--- config.mk ---
export PLATFORM = sky130hd
export DESIGN_NAME = sync_down_counter
export DESIGN_NICKNAME = d
export VERILOG_FILES = /design/src/rtl/sync_cnt_pkg.sv /design/src/rtl/t_ff.sv /design/src/rtl/sync_down_counter.sv
export SDC_FILE = /design/constraint.sdc
export NUM_CORES = 1
export LEC_CHECK = 0
export ABC_AREA = 1
export BUFFER_PORTS_ARGS = -buffer_cell sky130_fd_sc_hd__buf_2
export CORE_AREA = 2 2 39 41
export DETAILED_ROUTE_END_ITERATION = 8
export DIE_AREA = 0 0 41 43
export PLACE_DENSITY = 0.48
export SLEW_MARGIN = 20
export SYNTH_ARGS = -nofsm -noshare
export SYNTH_HDL_FRONTEND = slang
export SYNTH_SLANG_ARGS = --single-unit
--- constraint.sdc ---
create_clock -name clk -period 2.23 [get_ports clk]
set_input_delay 0.3345 -clock clk [delete_from_list [all_inputs] [get_ports clk]]
set_output_delay 0.3345 -clock clk [all_outputs]
set_load 0.01 [all_outputs]
--- src/rtl/sync_cnt_pkg.sv ---
// rtl/sync_cnt_pkg.sv - shared counter types and limits for the up/down counter family
package sync_cnt_pkg;

    localparam int CNT_MAX_WIDTH = 16;

    typedef enum logic {
        CNT_UP   = 1'b0,
        CNT_DOWN = 1'b1
    } cnt_mode_e;

endpackage

--- src/rtl/t_ff.sv ---
// rtl/t_ff.sv - toggle flip-flop cell with asynchronous active-low reset
module t_ff (
    input  logic clk,
    input  logic T,
    input  logic reset_n,
    output logic Q
);

    always_ff @(posedge clk or negedge reset_n) begin
        if (!reset_n) begin
            Q <= 1'b0;
        end else if (T) begin
            Q <= ~Q;
        end
    end

endmodule

--- src/rtl/sync_down_counter.sv ---
// rtl/sync_down_counter.sv - T flip-flop down counter with load, cascadable tc and sticky underflow
// Optional macro SYNC_DOWN_CNT_AUTORELOAD_EN: decrement from zero reloads the last load_val.
module sync_down_counter
    import sync_cnt_pkg::*;
#(
    parameter int WIDTH = 4
) (
    input  logic             clk,
    input  logic             reset_n,
    input  logic             en,
    input  logic             load,
    input  logic [WIDTH-1:0] load_val,
    input  logic             clr_flag,
    output logic [WIDTH-1:0] q,
    output logic             zero,
    output logic             tc,
    output logic             underflow
);

    localparam cnt_mode_e MODE = CNT_DOWN;

    logic [WIDTH-1:0] q_q;
    logic [WIDTH-1:0] t_chain;
    logic [WIDTH-1:0] t_d;
    logic             wrap;
    logic             underflow_q;
    logic             underflow_d;

    assign zero = (q_q == '0);
    assign tc   = en & zero;
    assign wrap = en & zero & ~load;

    // Borrow chain: a bit toggles only when every lower bit is already zero.
    always_comb begin
        logic run;
        run     = en;
        t_chain = '0;
        for (int i = 0; i < WIDTH; i++) begin
            t_chain[i] = run;
            run        = run & ((MODE == CNT_DOWN) ? ~q_q[i] : q_q[i]);
        end
    end

`ifdef SYNC_DOWN_CNT_AUTORELOAD_EN
    logic [WIDTH-1:0] reload_q;

    always_ff @(posedge clk or negedge reset_n) begin
        if (!reset_n) begin
            reload_q <= '0;
        end else if (load) begin
            reload_q <= load_val;
        end
    end

    // On a wrap q is zero, so toggling with the reload value lands exactly on it.
    always_comb begin
        if (load) begin
            t_d = q_q ^ load_val;
        end else if (wrap) begin
            t_d = q_q ^ reload_q;
        end else begin
            t_d = t_chain;
        end
    end
`else
    always_comb begin
        if (load) begin
            t_d = q_q ^ load_val;
        end else begin
            t_d = t_chain;
        end
    end
`endif

    for (genvar g = 0; g < WIDTH; g++) begin : g_bit
        t_ff u_t_ff (
            .clk     (clk),
            .T       (t_d[g]),
            .reset_n (reset_n),
            .Q       (q_q[g])
        );
    end

    // Set beats clear when both land on the same edge.
    always_comb begin
        underflow_d = underflow_q;
        if (wrap) begin
            underflow_d = 1'b1;
        end else if (clr_flag) begin
            underflow_d = 1'b0;
        end
    end

    always_ff @(posedge clk or negedge reset_n) begin
        if (!reset_n) begin
            underflow_q <= 1'b0;
        end else begin
            underflow_q <= underflow_d;
        end
    end

    assign q         = q_q;
    assign underflow = underflow_q;

endmodule
-- Word-level counts from Yosys, hierarchy flattened
Cells that the tools add are included.
W data, S select, Z words.
- reductions and logical operators: 2
- mux-type cells: 3
- bitwise operators: 11
- operators with widths (kind ; number):
    $and A1 B1 Y1 ; 5
    $not A1 Y1 ; 5
    $logic_not A4 Y1 ; 1
    $mux W4 ; 1
    $xor A4 B4 Y4 ; 1
    $mux W1 ; 2
    $reduce_bool A2 Y1 ; 1
- word-level logic and storage cells: 21
- output and inout port bits: 7
- bits in registers: 5
- input bits: 9

-- Logic depth before layout (Yosys ltp)
Gate-level depths: netlist (run 1).
- word-level depth: 5
- gate-level depth with buffers: 6

-- Modules after synthesis
A second synthesis (run 1) with hierarchy kept.
- cells, all modules: 59
- area total of the unflattened synthesis: 344.1 um^2
- modules (own cells, without submodules) (module ; area each (um^2) ; times used ; cells each):
    t_ff ; 43.8 ; 4 ; 6
    sync_down_counter ; 168.9 ; 1 ; 35

-- Least setup slack after synthesis (run 1)
No wires, ideal clock.
- kind: flip-flop to output port
- start: register g_bit[0].u_t_ff.Q
- end: output tc
- stages on the path, launching flop included: 4
- arrival time: 0.828 ns
- slack: 1.068 ns
- cell sequence: dfrtp_1 > inv_1 > nand2_1 > nor3_1
- cells in the longest elaborated chain, start to end: 2
- ends and longest elaborated chain (what ; line ; text):
    start: declaration ; t_ff.sv:6 ; output logic Q
    start signal: assignment ; t_ff.sv:13 ; Q <= ~Q;
    $logic_not A4 Y1 ; sync_down_counter.sv:29 ; assign zero = (q_q == '0);
    $and A1 B1 Y1 ; sync_down_counter.sv:30 ; assign tc = en & zero;
    end: declaration ; sync_down_counter.sv:16 ; output logic tc,
No other way between the ends.

-- Worst setup path after layout (run 1)
- start: register g_bit[1].u_t_ff.Q
- end: output tc
- cells in the longest elaborated chain, start to end: 2
- ends and longest elaborated chain (what ; line):
    start: declaration ; t_ff.sv:6
    start signal: assignment ; t_ff.sv:13
    $logic_not A4 Y1 ; sync_down_counter.sv:29
    $and A1 B1 Y1 ; sync_down_counter.sv:30
No other way between the ends.

==> impl_metrics.yaml, run 1 <==
drt:
  dr.first_iter.drc_count: 8
  drtPass1Iterations: 4
  finalWirelength_microns: 673
  detail_route.vias_per_cell: 3.97
  route.detailed.drc: 0
  wl_per_cell_microns: 8.52
  routed-via-count: 314
  post_detailed_route_count_of_antenna_violating_nets: 0
clocking:
  worst_skew_pair.late_latency_ns: 0.24
  cts.reportedPaths.clkPinSlew_ns: 0.04
  ctsHtreeMaxLevel: 1
  postCtsHoldBufs: 1
  cts-resized-gates: 0
  cts.path.max_buffers: 2
  cts_root_buf: "sky130_fd_sc_hd__clkbuf_4"
  cts.sink_count: 5
  post-cts-setup-buffer-count: 0
  cts_tree: "yes"
  cts_made_buffers: 3
power_and_ir_drop:
  comb_power_share_pct: 22.0
  pwr-share-clk_pct: 38.2
  power_report.internal_total_mw: 0.192
  power.ir.vdd_worst_uv: 202
  power_density_nw_per_um2: 655
  p_seq_share_pct: 39.8
  power_leakage_nw: 0.256
  net_switching_power_of_the_design_mw: 0.0765
  power_switching_share_pct: 28.5
synthesis:
  syn-instance-count: 47
  synth_compound_area_share_pct: 0
  yosysWarnings: 0
  synthTopCellsByArea: "sky130_fd_sc_hd__dfrtp_1, sky130_fd_sc_hd__nand2_1, sky130_fd_sc_hd__buf_4"
  adder_cell_area_share_of_the_yosys_netlist_pct: 0
  synth_sequential_area_ratio_pct: 40.5
  synthesis.area_per_instance_sq_um: 6.58
  synth_xor_xnor_area_share_pct: 0
  synthSimpleGateAreaFrac_pct: 40.1
  yosys_register_bits: 5
  synthesis.nets: 56
  synth_area_sq_um: 309
  yosysUniqueCellTypes: 10
  main_combinational_cell_family_by_area_after_synthesis: "simple AND/OR/NAND/NOR gates"
  synth_area_leader_cell: "sky130_fd_sc_hd__dfrtp_1"
  synth.area.mux_share_pct: 0
  yosys.area.top_type_share_pct: 40.5
layout:
  post-route-util_pct: 29.7
  antenna_cells: 0
  share_of_cells_above_drive_strength_1_pct: 30.2
  area_growth_syn_to_layout_pct: 32.8
  fin_nets: 73
placed_design:
  finalWeightedCongestion: 0.630
  dp_hpwl_microns: 553
  io_buffer_count: 15
critical_path:
  critPathCaptureType: "output pin"
  setup.worst_path.class: "reg -> out"
  critical_path_required_ns: 1.90
  cp-start-kind: "flop"
  worstPathArrival_ns: 1.12
  path_max_fanout: 4
global_routing:
  antenna_found_initial: 0
  gr-max-usage-layer: "met2"
  global_route.usage.total_pct: 9.50
  grt_pass1_vias: 272
  groute.layer.met2.usage_pct: 13.1
  grt_util_met1_pct: 10.2
  grt_start_max_net_pins: 7
  use_met3_pct: 1.57
  grt_overflow_total: 0
  grt_first_pass_wirelength_microns: 1040
sta:
  max-slew-margin-rel_pct: 89.4
  period_needed_ns: 1.46
  finalMaxSlewViolations: 0
  timing.fmax_ghz: 0.685
  finalSetupTns_ns: 0
  finalHoldViolCount: 0
  skew_ns: 0.000292
  tightest_slew_ns: 0.158
  setup_viol: 0
  timing.hold.ws_ns: 0.291
  post_route_clock_period_utilization_pct: 65.4
  rsz0062_at_grt: "no"
die:
  start_util_pct: 22.3
  fp.dieW_microns: 41
  fp.coreArea_sq_um: 1380
  die_height_microns: 43
  num_io_pins: 16
  die-area_sq_um: 1760
  row_count: 14
outcome:
  outcome: "completed"
job:
  max-cap-violations: 0
hold_path:
  min-delay-path-class: "in -> reg"
registers in the layout, indices dropped and copies added (netlist names):
| register | flops |
|---|---|
| underflow | 1 |
| g_bit.u_t_ff.Q | 4 |
synth_stat cells, drive strengths merged:
library cell,count
nand2,16
inv,8
nor2,7
dfrtp,5
buf,4
nand3,4
nand4,1
nor3,1
or2,1
through the flow:
stage	power [mW]	area (sq um)	worst slack, ns	instances
2_1_floorplan	0.152	309	1.07	47
3_3_place_gp	0.167	374	1.04	74
3_5_place_dp	0.167	374	1.01	74
4_1_cts	0.276	410	0.747	79
5_1_grt	0.294	410	0.649	79
6_report	0.269	410	0.771	79
cell families (layout without fill, tap and decap cells):
kind of cell  count (synthesis)  count (layout)
buf+inv                      12              28
simple gates                 30              30
flops                         5               5
final cells by class:
class | instances | area, sq um
multi-input combinational | 30 | 124
clock buffer | 4 | 26.3
inverter | 8 | 30.0
timing repair buffer | 16 | 85.1
fill | 163 | 973
sequential | 5 | 125
tap | 16 | 20.0
per-layer routing:
layer	vias to the layer above	share of wire [%]
met5	-	0
met3	0	6.7
met2	11	48
met1	135	45
li1	168	-
met4	0	0
path summary, 6_finish.rpt:
| check | cells after the start | slack, ns | start | endpoint |
|---|---|---|---|---|
| worst max register to register | 4 | 1.33 | g_bit[0].u_t_ff.Q | g_bit[3].u_t_ff.Q |
| min in group asynchronous | 2 | 0.45 | reset_n | g_bit[2].u_t_ff.Q |
| worst min-delay path | 3 | 0.29 | load_val[1] | g_bit[1].u_t_ff.Q |
| max in group asynchronous | 2 | 1.65 | reset_n | g_bit[0].u_t_ff.Q |
| worst min register to register | 2 | 0.49 | underflow | underflow |
| worst max-delay path | 4 | 0.77 | g_bit[1].u_t_ff.Q | tc |
critical path: stages, from the launching register on:
cell	delay, ns
sky130_fd_sc_hd__dfrtp_1	0.39
sky130_fd_sc_hd__inv_1	0.11
sky130_fd_sc_hd__nand2_1	0.07
sky130_fd_sc_hd__nor3_1	0.16
sky130_fd_sc_hd__buf_2	0.16
placed cells by master (no fill, tap or decap), drive strengths merged:
| master | instances |
|---|---|
| nand3 | 4 |
| nand4 | 1 |
| or2 | 1 |
| dlygate4sd3 | 1 |
| dfrtp | 5 |
| nor2 | 7 |
| clkbuf | 4 |
| nand2 | 16 |
| nor3 | 1 |
| buf | 15 |
| inv | 8 |
power groups by stage:
| stage | registers, mW | clock network (mW) | logic, mW |
|---|---|---|---|
| final | 0.107 | 0.103 | 0.0591 |
| after global routing | 0.108 | 0.117 | 0.0685 |
| after CTS | 0.107 | 0.109 | 0.0604 |
| after detailed placement | 0.108 | 0 | 0.0588 |
| after global placement | 0.108 | 0 | 0.0587 |
| after floorplan | 0.107 | 0 | 0.0450 |
(Power assumes the default switching activity.)
==> inputs of run 2 (changes only) <==
Clock period 2.23 ns to 1.4 ns, I/O delays scaled along.
==> run 2 against run 1 <==
Compared with the run above: power increased by 61%; non-clock buffer count is 1 higher; worst setup slack got worse by 0.67 ns; register-to-register slack worse by 0.95 ns; critical path type unchanged; worst hold slack worse by 0.12 ns; final cell count increased by 1.3%.
==> impl_metrics.yaml, run 2 (synthesized netlist as in run 1, its figures left out) <==
drt:
  drtPass1Iterations: 4
  routed-via-count: 315
  wl_per_cell_microns: 8.65
  detail_route.vias_per_cell: 3.94
  post_detailed_route_count_of_antenna_violating_nets: 0
  finalWirelength_microns: 692
  route.detailed.drc: 0
  dr.first_iter.drc_count: 6
die:
  start_util_pct: 22.3
  fp.coreArea_sq_um: 1380
  num_io_pins: 16
  fp.dieW_microns: 41
  die-area_sq_um: 1760
  die_height_microns: 43
  row_count: 14
power_and_ir_drop:
  power_report.internal_total_mw: 0.310
  power_switching_share_pct: 28.5
  power_leakage_nw: 0.259
  power.ir.vdd_worst_uv: 348
  p_seq_share_pct: 39.3
  comb_power_share_pct: 23.2
  pwr-share-clk_pct: 37.4
  net_switching_power_of_the_design_mw: 0.123
  power_density_nw_per_um2: 1040
sta:
  period_needed_ns: 1.30
  timing.fmax_ghz: 0.771
  setup_viol: 0
  timing.hold.ws_ns: 0.172
  finalHoldViolCount: 0
  finalSetupTns_ns: 0
  tightest_slew_ns: 0.156
  rsz0062_at_grt: "no"
  finalMaxSlewViolations: 0
  max-slew-margin-rel_pct: 89.5
  post_route_clock_period_utilization_pct: 92.7
  skew_ns: 0.000952
global_routing:
  grt_first_pass_wirelength_microns: 1040
  grt_pass1_vias: 264
  grt_start_max_net_pins: 7
  global_route.usage.total_pct: 9.31
  grt_overflow_total: 0
  antenna_found_initial: 0
placed_design:
  io_buffer_count: 15
  dp_hpwl_microns: 561
  finalWeightedCongestion: 0.630
layout:
  commonest_non_fill_non_tap_cells_in_the_layout: "sky130_fd_sc_hd__nand2_1, sky130_fd_sc_hd__buf_2, sky130_fd_sc_hd__nor2_1"
  post-route-util_pct: 30.2
  antenna_cells: 0
  top_register: "g_bit.u_t_ff.Q"
  mostFrequentLayoutCell: "sky130_fd_sc_hd__nand2_1"
  fill_cells: 167
  fin_nets: 74
  largest_register_ffs: 4
  share_of_cells_above_drive_strength_1_pct: 34.4
  area_growth_syn_to_layout_pct: 35.2
critical_path:
  path_max_fanout: 4
  critical_path_required_ns: 1.19
  worstReg2RegEnd: "g_bit[3].u_t_ff.Q"
  crit_path_cell_chain: "inv_2 -> nand2_1 -> nor3_1 -> buf_2"
  worst_r2r_path_depth: 5
  crit_slowest_cell: "sky130_fd_sc_hd__dfrtp_1"
  setup.worst_path.class: "reg -> out"
  critical-path-max-stage-delay_ns: 0.39
  critPathCaptureType: "output pin"
  cp-start-kind: "flop"
  r2r_setup_slack_ns: 0.38
  r2r-start: "g_bit[0].u_t_ff.Q"
  worstPathArrival_ns: 1.09
hold_path:
  holdPathStages: 3
  worst_hold_path.endpoint: "g_bit[1].u_t_ff.Q"
  min-delay-path-class: "in -> reg"
  min_from: "load_val[1]"
job:
  max-cap-violations: 0
clocking:
  cts.sink_count: 5
  cts.path.max_buffers: 2
  cts.reportedPaths.clkPinSlew_ns: 0.04
  cts_root_buf: "sky130_fd_sc_hd__clkbuf_4"
  cts_made_buffers: 3
  cts_tree: "yes"
  worst_skew_pair.late_latency_ns: 0.24
  ctsHtreeMaxLevel: 1
outcome:
  outcome: "completed"
## run 2: cell types whose count changed in the layout (fill, tap and decap cells not counted)
| cell | delta |
|---|---|
| sky130_fd_sc_hd__inv_1 | -2 |
| sky130_fd_sc_hd__inv_2 | +2 |
| sky130_fd_sc_hd__buf_4 | +1 |
## run 2: area by class of cell
type,count,area (sq um),share of cell area [%]
sequential,5,125,29.9
multi-input combinational,30,124,29.6
timing repair buffer,17,92.6,22.2
inverter,8,30.0,7.19
clock buffer,4,26.3,6.29
tap,16,20.0,4.79
## run 2: how the worst max path moves through the flow
stage / start / to / cells after the start
5_1_grt: g_bit[1].u_t_ff.Q / tc / 4
3_5_place_dp: g_bit[1].u_t_ff.Q / tc / 4
4_1_cts: g_bit[1].u_t_ff.Q / tc / 4
2_1_floorplan: g_bit[0].u_t_ff.Q / tc / 3
6_report: g_bit[1].u_t_ff.Q / tc / 4
3_3_place_gp: g_bit[1].u_t_ff.Q / tc / 4
## run 2: timing repair
item / CTS / global route
endpoints found under the setup margin: 0 / 1
hold buffers: 1 / 0
buffers inserted: 0 / 1
hold endpoints to repair: 5 / 0
gates resized for setup: 0 / 2
## run 2: power by group through the flow
stage                     Clock [mW]  Sequential (mW)  Combinational, mW
after global routing           0.180            0.172              0.117
after floorplan                    0            0.171             0.0717
after global placement             0            0.172             0.0934
final                          0.162            0.170              0.101
after detailed placement           0            0.173             0.0940
after CTS                      0.171            0.171             0.0965
## run 2: worst max-delay path, delay by kind of cell (launching register included)
family	cells	cell delay, ns
DFF	1	0.39
and+or+nand+nor	2	0.22
buffers and inverters	2	0.24
## run 2: layer usage
| metal | track usage (%) | vias up | routed length (microns) |
|---|---|---|---|
| met4 | 10.0 | 0 | 0 |
| li1 | - | 172 | - |
| met3 | 1.57 | 0 | 46 |
| met2 | 12.2 | 11 | 318 |
| met5 | 0 | - | 0 |
| met1 | 11.6 | 132 | 326 |
## run 2: stage by stage
| step | setup slack (ns) | power [mW] | area [sq um] | cells |
|---|---|---|---|---|
| 2_1_floorplan | 0.362 | 0.243 | 309 | 47 |
| 5_1_grt | 0.00466 | 0.468 | 418 | 80 |
| 3_5_place_dp | 0.305 | 0.267 | 374 | 74 |
| 6_report | 0.103 | 0.434 | 418 | 80 |
| 4_1_cts | 0.0436 | 0.438 | 410 | 79 |
| 3_3_place_gp | 0.335 | 0.265 | 374 | 74 |
